$ cat src/rtl/spike_rate_decoder.sv
// spike_rate_decoder
//
// Decodes a rate-coded spike train into a single bit. The gap between
// consecutive spikes is measured in clock cycles. Gaps in [M-1, N] are
// accepted and classified as 1 (gap <= THRESH) or 0 (gap > THRESH); any
// other gap is rejected and raises a sticky error. The last three accepted
// bits are majority-voted. After three accepted intervals the decoder locks
// and emits a decoded bit with every further accepted interval. Lock is
// dropped after TIMEOUT spike-free cycles. TIMEOUT must satisfy
// N < TIMEOUT < 31.
//
// Ports
//   clk          sole clock, rising edge
//   reset        synchronous, active-low reset
//   spikeInput   spike train, one-cycle-high pulses
//   clearError   synchronous clear of errorFlag (a same-cycle set wins)
//   decodedValue majority-decoded bit, held between updates
//   valid        one-cycle pulse when decodedValue is updated
//   locked       high while in the LOCKED state
//   isiCount     last accepted inter-spike interval in cycles
//   errorFlag    sticky out-of-range interval indicator
module spike_rate_decoder #(
  parameter int M       = 5,
  parameter int N       = 10,
  parameter int THRESH  = 7,
  parameter int TIMEOUT = 20
) (
  input  logic       clk,
  input  logic       reset,
  input  logic       spikeInput,
  input  logic       clearError,
  output logic       decodedValue,
  output logic       valid,
  output logic       locked,
  output logic [4:0] isiCount,
  output logic       errorFlag
);

  typedef enum logic [1:0] {
    IDLE    = 2'd0,
    ACQUIRE = 2'd1,
    LOCKED  = 2'd2
  } state_t;

  localparam logic [4:0] ISI_MIN  = 5'(M - 1);
  localparam logic [4:0] ISI_MAX  = 5'(N);
  localparam logic [4:0] ISI_ONE  = 5'(THRESH);
  localparam logic [4:0] CNT_TOUT = 5'(TIMEOUT);
  localparam logic [4:0] CNT_SAT  = 5'd31;

  state_t     state_reg, state_next;
  logic [4:0] cnt_reg, cnt_next;
  logic [2:0] hist_reg, hist_next;
  logic [1:0] samp_reg, samp_next;
  logic       decoded_reg, decoded_next;
  logic       valid_reg, valid_next;
  logic       locked_reg, locked_next;
  logic [4:0] isi_reg, isi_next;
  logic       err_reg, err_next;

  // Interval classification. cnt_reg holds the cycles since the previous
  // spike, so it is the measured interval on a spike cycle.
  logic       isi_accept;
  logic       isi_bit;
  logic [2:0] hist_shift;
  logic       hist_major;

  assign isi_accept = (cnt_reg >= ISI_MIN) && (cnt_reg <= ISI_MAX);
  assign isi_bit    = (cnt_reg <= ISI_ONE);
  assign hist_shift = {hist_reg[1:0], isi_bit};
  // Majority over the history including the bit being shifted in.
  assign hist_major = (hist_shift[0] & hist_shift[1]) |
                      (hist_shift[0] & hist_shift[2]) |
                      (hist_shift[1] & hist_shift[2]);

  // State register
  always_ff @(posedge clk) begin
    if (!reset) begin
      state_reg   <= IDLE;
      cnt_reg     <= 5'd0;
      hist_reg    <= 3'd0;
      samp_reg    <= 2'd0;
      decoded_reg <= 1'b0;
      valid_reg   <= 1'b0;
      locked_reg  <= 1'b0;
      isi_reg     <= 5'd0;
      err_reg     <= 1'b0;
    end else begin
      state_reg   <= state_next;
      cnt_reg     <= cnt_next;
      hist_reg    <= hist_next;
      samp_reg    <= samp_next;
      decoded_reg <= decoded_next;
      valid_reg   <= valid_next;
      locked_reg  <= locked_next;
      isi_reg     <= isi_next;
      err_reg     <= err_next;
    end
  end

  // Next-state logic
  always_comb begin
    state_next   = state_reg;
    cnt_next     = cnt_reg;
    hist_next    = hist_reg;
    samp_next    = samp_reg;
    decoded_next = decoded_reg;
    valid_next   = 1'b0;
    isi_next     = isi_reg;
    err_next     = clearError ? 1'b0 : err_reg;

    case (state_reg)
      IDLE: begin
        // The first spike only starts the interval clock; there is no
        // previous spike to measure against.
        if (spikeInput) begin
          state_next = ACQUIRE;
          cnt_next   = 5'd1;
          hist_next  = 3'd0;
          samp_next  = 2'd0;
        end else begin
          cnt_next = 5'd0;
        end
      end

      ACQUIRE, LOCKED: begin
        if (spikeInput) begin
          // A spike always wins over the timeout, even when cnt == TIMEOUT.
          cnt_next = 5'd1;
          if (isi_accept) begin
            isi_next  = cnt_reg;
            hist_next = hist_shift;
            samp_next = (samp_reg == 2'd3) ? 2'd3 : samp_reg + 2'd1;
            if (state_reg == LOCKED || samp_reg == 2'd2) begin
              state_next   = LOCKED;
              decoded_next = hist_major;
              valid_next   = 1'b1;
            end
          end else begin
            // Rejected gap: only the error flag and the interval clock move.
            err_next = 1'b1;
          end
        end else if (cnt_reg == CNT_TOUT) begin
          state_next = IDLE;
          cnt_next   = 5'd0;
          hist_next  = 3'd0;
          samp_next  = 2'd0;
        end else begin
          cnt_next = (cnt_reg == CNT_SAT) ? CNT_SAT : cnt_reg + 5'd1;
        end
      end

      default: begin
        state_next = IDLE;
        cnt_next   = 5'd0;
        hist_next  = 3'd0;
        samp_next  = 2'd0;
      end
    endcase

    locked_next = (state_next == LOCKED);
  end

  // Outputs
  always_comb begin
    decodedValue = decoded_reg;
    valid        = valid_reg;
    locked       = locked_reg;
    isiCount     = isi_reg;
    errorFlag    = err_reg;
  end

endmodule
$ cat config.mk
export PLATFORM = sky130hd
export DESIGN_NAME = spike_rate_decoder
export DESIGN_NICKNAME = d
export VERILOG_FILES = /design/src/rtl/spike_rate_decoder.sv
export SDC_FILE = /design/constraint.sdc
export NUM_CORES = 1
export LEC_CHECK = 0
export ABC_AREA = 1
export BUFFER_PORTS_ARGS = -buffer_cell sky130_fd_sc_hd__buf_4
export CAP_MARGIN = 20
export CELL_PAD_IN_SITES_DETAIL_PLACEMENT = 1
export CELL_PAD_IN_SITES_GLOBAL_PLACEMENT = 2
export CORE_ASPECT_RATIO = 0.5
export CORE_MARGIN = 2
export CORE_UTILIZATION = 31
export DETAILED_ROUTE_END_ITERATION = 16
export GPL_TIMING_DRIVEN = 0
export PLACE_DENSITY = 0.85
export SETUP_SLACK_MARGIN = 0.15
export SYNTH_ARGS = -nofsm -noshare
export SYNTH_HDL_FRONTEND = slang
export SYNTH_SLANG_ARGS = --single-unit
$ cat constraint.sdc
create_clock -name clk -period 1.9 [get_ports clk]
set_input_delay 0.095 -clock clk [delete_from_list [all_inputs] [get_ports clk]]
set_output_delay 0.095 -clock clk [all_outputs]
set_load 0.02 [all_outputs]
==> flow_metrics.env <==
export IMPL_multi_input_area_sq_um=533.0
export IMPL_cp_max_fo=7
export IMPL_p_switching_uw=231.1
export IMPL_num_antenna_cells=0
export IMPL_cellPowerDensity_nw_per_um2=700.9
export IMPL_die_h_microns=44.63
export IMPL_drc_errors=0
export IMPL_fmax_ghz=0.6274
export IMPL_startpoint_type="flip-flop"
export IMPL_htreeDepth=1
export IMPL_seq_area_sq_um=400.4
export IMPL_cap_viol_max_count=0
export IMPL_antenna_found_initial=0
export IMPL_clk_latency_ns=0.26
export IMPL_final_common_cell="nand2_1"
export IMPL_cts_sinks=20
export IMPL_cp_top_family="simple AND/OR/NAND/NOR gates"
export IMPL_crit_chain="inv_1 -> ha_2 -> nand2_2 -> inv_2 -> nand2_4 -> nand2_4 -> nand2_1 -> nand2_1 -> nor2_2"
export IMPL_crit_type="reg -> reg"
export IMPL_num_rows=14
export IMPL_slew_viol_final=0
export IMPL_worstPathArrival_ns=1.76
export IMPL_fin_crit_sh_pct=83.89
export IMPL_power_leakage_uw=0.0005510
export IMPL_hold_buffers=0
export IMPL_r2r_cells=9
export IMPL_cts_tree="yes"
export IMPL_slowest_stage="dfxtp_1"
export IMPL_overflow=0
export IMPL_status="finished clean"
export IMPL_cts_buffer_depth=2
export IMPL_cts_setup_buffers=0
export IMPL_min_from="clearError"
export IMPL_place_area_sq_um=1164
export IMPL_final_nets=165
export IMPL_dpl_cell_count=191
export IMPL_relSlewSlack_pct=82.79
export IMPL_final_antenna_net_count=0
export IMPL_syn2layout_area_growth_pct=18.22
export IMPL_rsz0062_at_grt="false"
export IMPL_required_ns=2.07
export IMPL_clockRootBuffer="clkbuf_8"
export IMPL_hold_ws_ns=0.08225
export IMPL_syn_area_sq_um=1023
export IMPL_intPower_uw=617.0
export IMPL_reg2reg_to="hist_reg[1]$_SDFFE_PN0P_"
export IMPL_worst_path_buf_inv=2
export IMPL_drt_total_wl_mm=2.267
export IMPL_die_width_microns=85.26
export IMPL_vias=882
export IMPL_io_pins=13
export IMPL_ir_drop_mv=0.2868
export IMPL_io_buffers=12
export IMPL_ys_warnings_count=0
export IMPL_power_uw=848.1
export IMPL_nFillCells=391
export IMPL_tightest_slew_ns=0.2578
export IMPL_crit_cells=9
export IMPL_cts_buffers=3
export IMPL_dr_pass1_iters=4
export IMPL_worstReg2RegStart="state_reg[1]$_SDFF_PN0_"
export IMPL_start_util_pct=33.20
export IMPL_grt_max_degree=11
export IMPL_stdcell_count=194
export IMPL_drt_iter0_drc=25
export IMPL_crit_path_end_kind="flip-flop"
export IMPL_hold_viol_final=0
export IMPL_r2r_slack_ns=0.31
export IMPL_syn_inst=139
export IMPL_skew_ns=0.002873
export IMPL_globalplace_congestion=0.8129
export IMPL_grt_pass1_wl_mm=3.829
export IMPL_syn_nets=148
export IMPL_combPwrFrac_pct=13.5
export IMPL_drive_gt1_share_pct=22.08
export IMPL_max_stage_delay_ns=0.42
export IMPL_tns_ns=0
export IMPL_dieArea_sq_um=3805
export IMPL_p_sw_share_pct=27.25
export IMPL_path_clk_slew_ns=0.08
export IMPL_viasPerCell=4.546
export IMPL_hold_depth=4
export IMPL_final_cell_area_sq_um=1210
export IMPL_clkPwrFrac_pct=34.1
export IMPL_ys_types=21
export IMPL_seq_area_frac_synth_pct=39.12
export IMPL_core_sq_um=3083
export IMPL_min_period_ns=1.594
export IMPL_worstHoldPathType="in -> reg"
export IMPL_p_seq_share_pct=52.4
export IMPL_hold_path_end="errorFlag$_SDFF_PN0_"
export IMPL_dpl_hpwl_mm=1.813
export IMPL_wire_per_inst_microns=11.69
export IMPL_grt_pass1_vias=813
export IMPL_layout_common_cells="27 x nand2_1, 21 x inv_1, 20 x dfxtp_1, 15 x a21oi_1"
export IMPL_synth_avg_cell_area_sq_um=7.363
export IMPL_synth_seq_cells=20
export IMPL_grt_usage_pct=13.14
export IMPL_setup_viol=0
[worst max path at each step]
stage	from	to	slack, ns
floorplan	state_reg[1]$_SDFF_PN0_	hist_reg[1]$_SDFFE_PN0P_	0.39
global placement	state_reg[1]$_SDFF_PN0_	isiCount[1]$_SDFFE_PN0P_	0.19
detailed placement	state_reg[1]$_SDFF_PN0_	hist_reg[1]$_SDFFE_PN0P_	0.15
CTS	state_reg[1]$_SDFF_PN0_	hist_reg[1]$_SDFFE_PN0P_	0.21
global route	state_reg[1]$_SDFF_PN0_	hist_reg[1]$_SDFFE_PN0P_	0.20
finish	state_reg[1]$_SDFF_PN0_	hist_reg[1]$_SDFFE_PN0P_	0.31
[kinds of logic after synthesis]
logic type                 Yosys count  share of synthesized area (%)
adders and majority gates            5                          6.112
xor gates and xnor gates             1                         0.8559
buffers and inverters               24                          9.291
and+or+nand+nor                     66                          31.54
DFF                                 20                          39.12
AOI/OAI and AO/OA                   23                          13.08
[power groups by stage]
stage	combinational [uW]	clock, uW	sequential [uW]
final	114	289	444
after global routing	135	317	447
after CTS	114	304	445
after detailed placement	113	0	455
after global placement	112	0	454
after floorplan	84.9	0	453
[Yosys cell counts (all sizes together)]
cell type / n / share of area [%]
nand2: 35 / 16
inv: 23 / 8.4
dfxtp: 20 / 39
a21oi: 17 / 9.8
nand3: 15 / 8.8
nor2: 13 / 5.3
ha: 5 / 6.1
o21ai: 4 / 2.0
nand4: 2 / 1.2
a31oi: 1 / 0.61
clkinv: 1 / 0.86
nand3b: 1 / 0.73
o21bai: 1 / 0.73
xnor2: 1 / 0.86
[final cells by class]
| type | instances | area share (%) |
|---|---|---|
| Clock buffer | 3 | 3.413 |
| Inverter | 24 | 7.859 |
| Multi-Input combinational cell | 95 | 44.05 |
| Sequential cell | 20 | 33.09 |
| Tap cell | 40 | 4.137 |
| Timing Repair Buffer | 12 | 7.446 |
[through the flow]
stage	utilization [%]	setup WS (ns)
floorplan	-	0.3897
global placement	37.74	0.1896
detailed placement	37.74	0.1494
CTS	39.08	0.2144
global route	39.25	0.2005
finish	39.25	0.3061
[worst reg2reg max path, delay by kind of cell (launching register included)]
family / cells / cell delay [ns]
buffers and inverters: 2 / 0.23
flip-flops: 1 / 0.42
adder cells (fa/ha/maj): 1 / 0.41
AND/OR/NAND/NOR: 6 / 0.43
[metal layers]
metal	part of all wire [%]	track usage, %	wire, microns	up-vias
met5	0	0	0	-
met4	0	2.857	0	0
met3	3.0	4.478	69	0
met2	43	20.16	979	7
met1	54	18.07	1218	400
li1	-	-	-	475
[timing repair]
| item | CTS | global route |
|---|---|---|
| hold endpoints to repair | 0 | 0 |
| gates resized for setup | 1 | 2 |
| endpoints found under the setup margin | 2 | 9 |
| gates cloned | 0 | 0 |
Power figures use the tool's default switching activity.
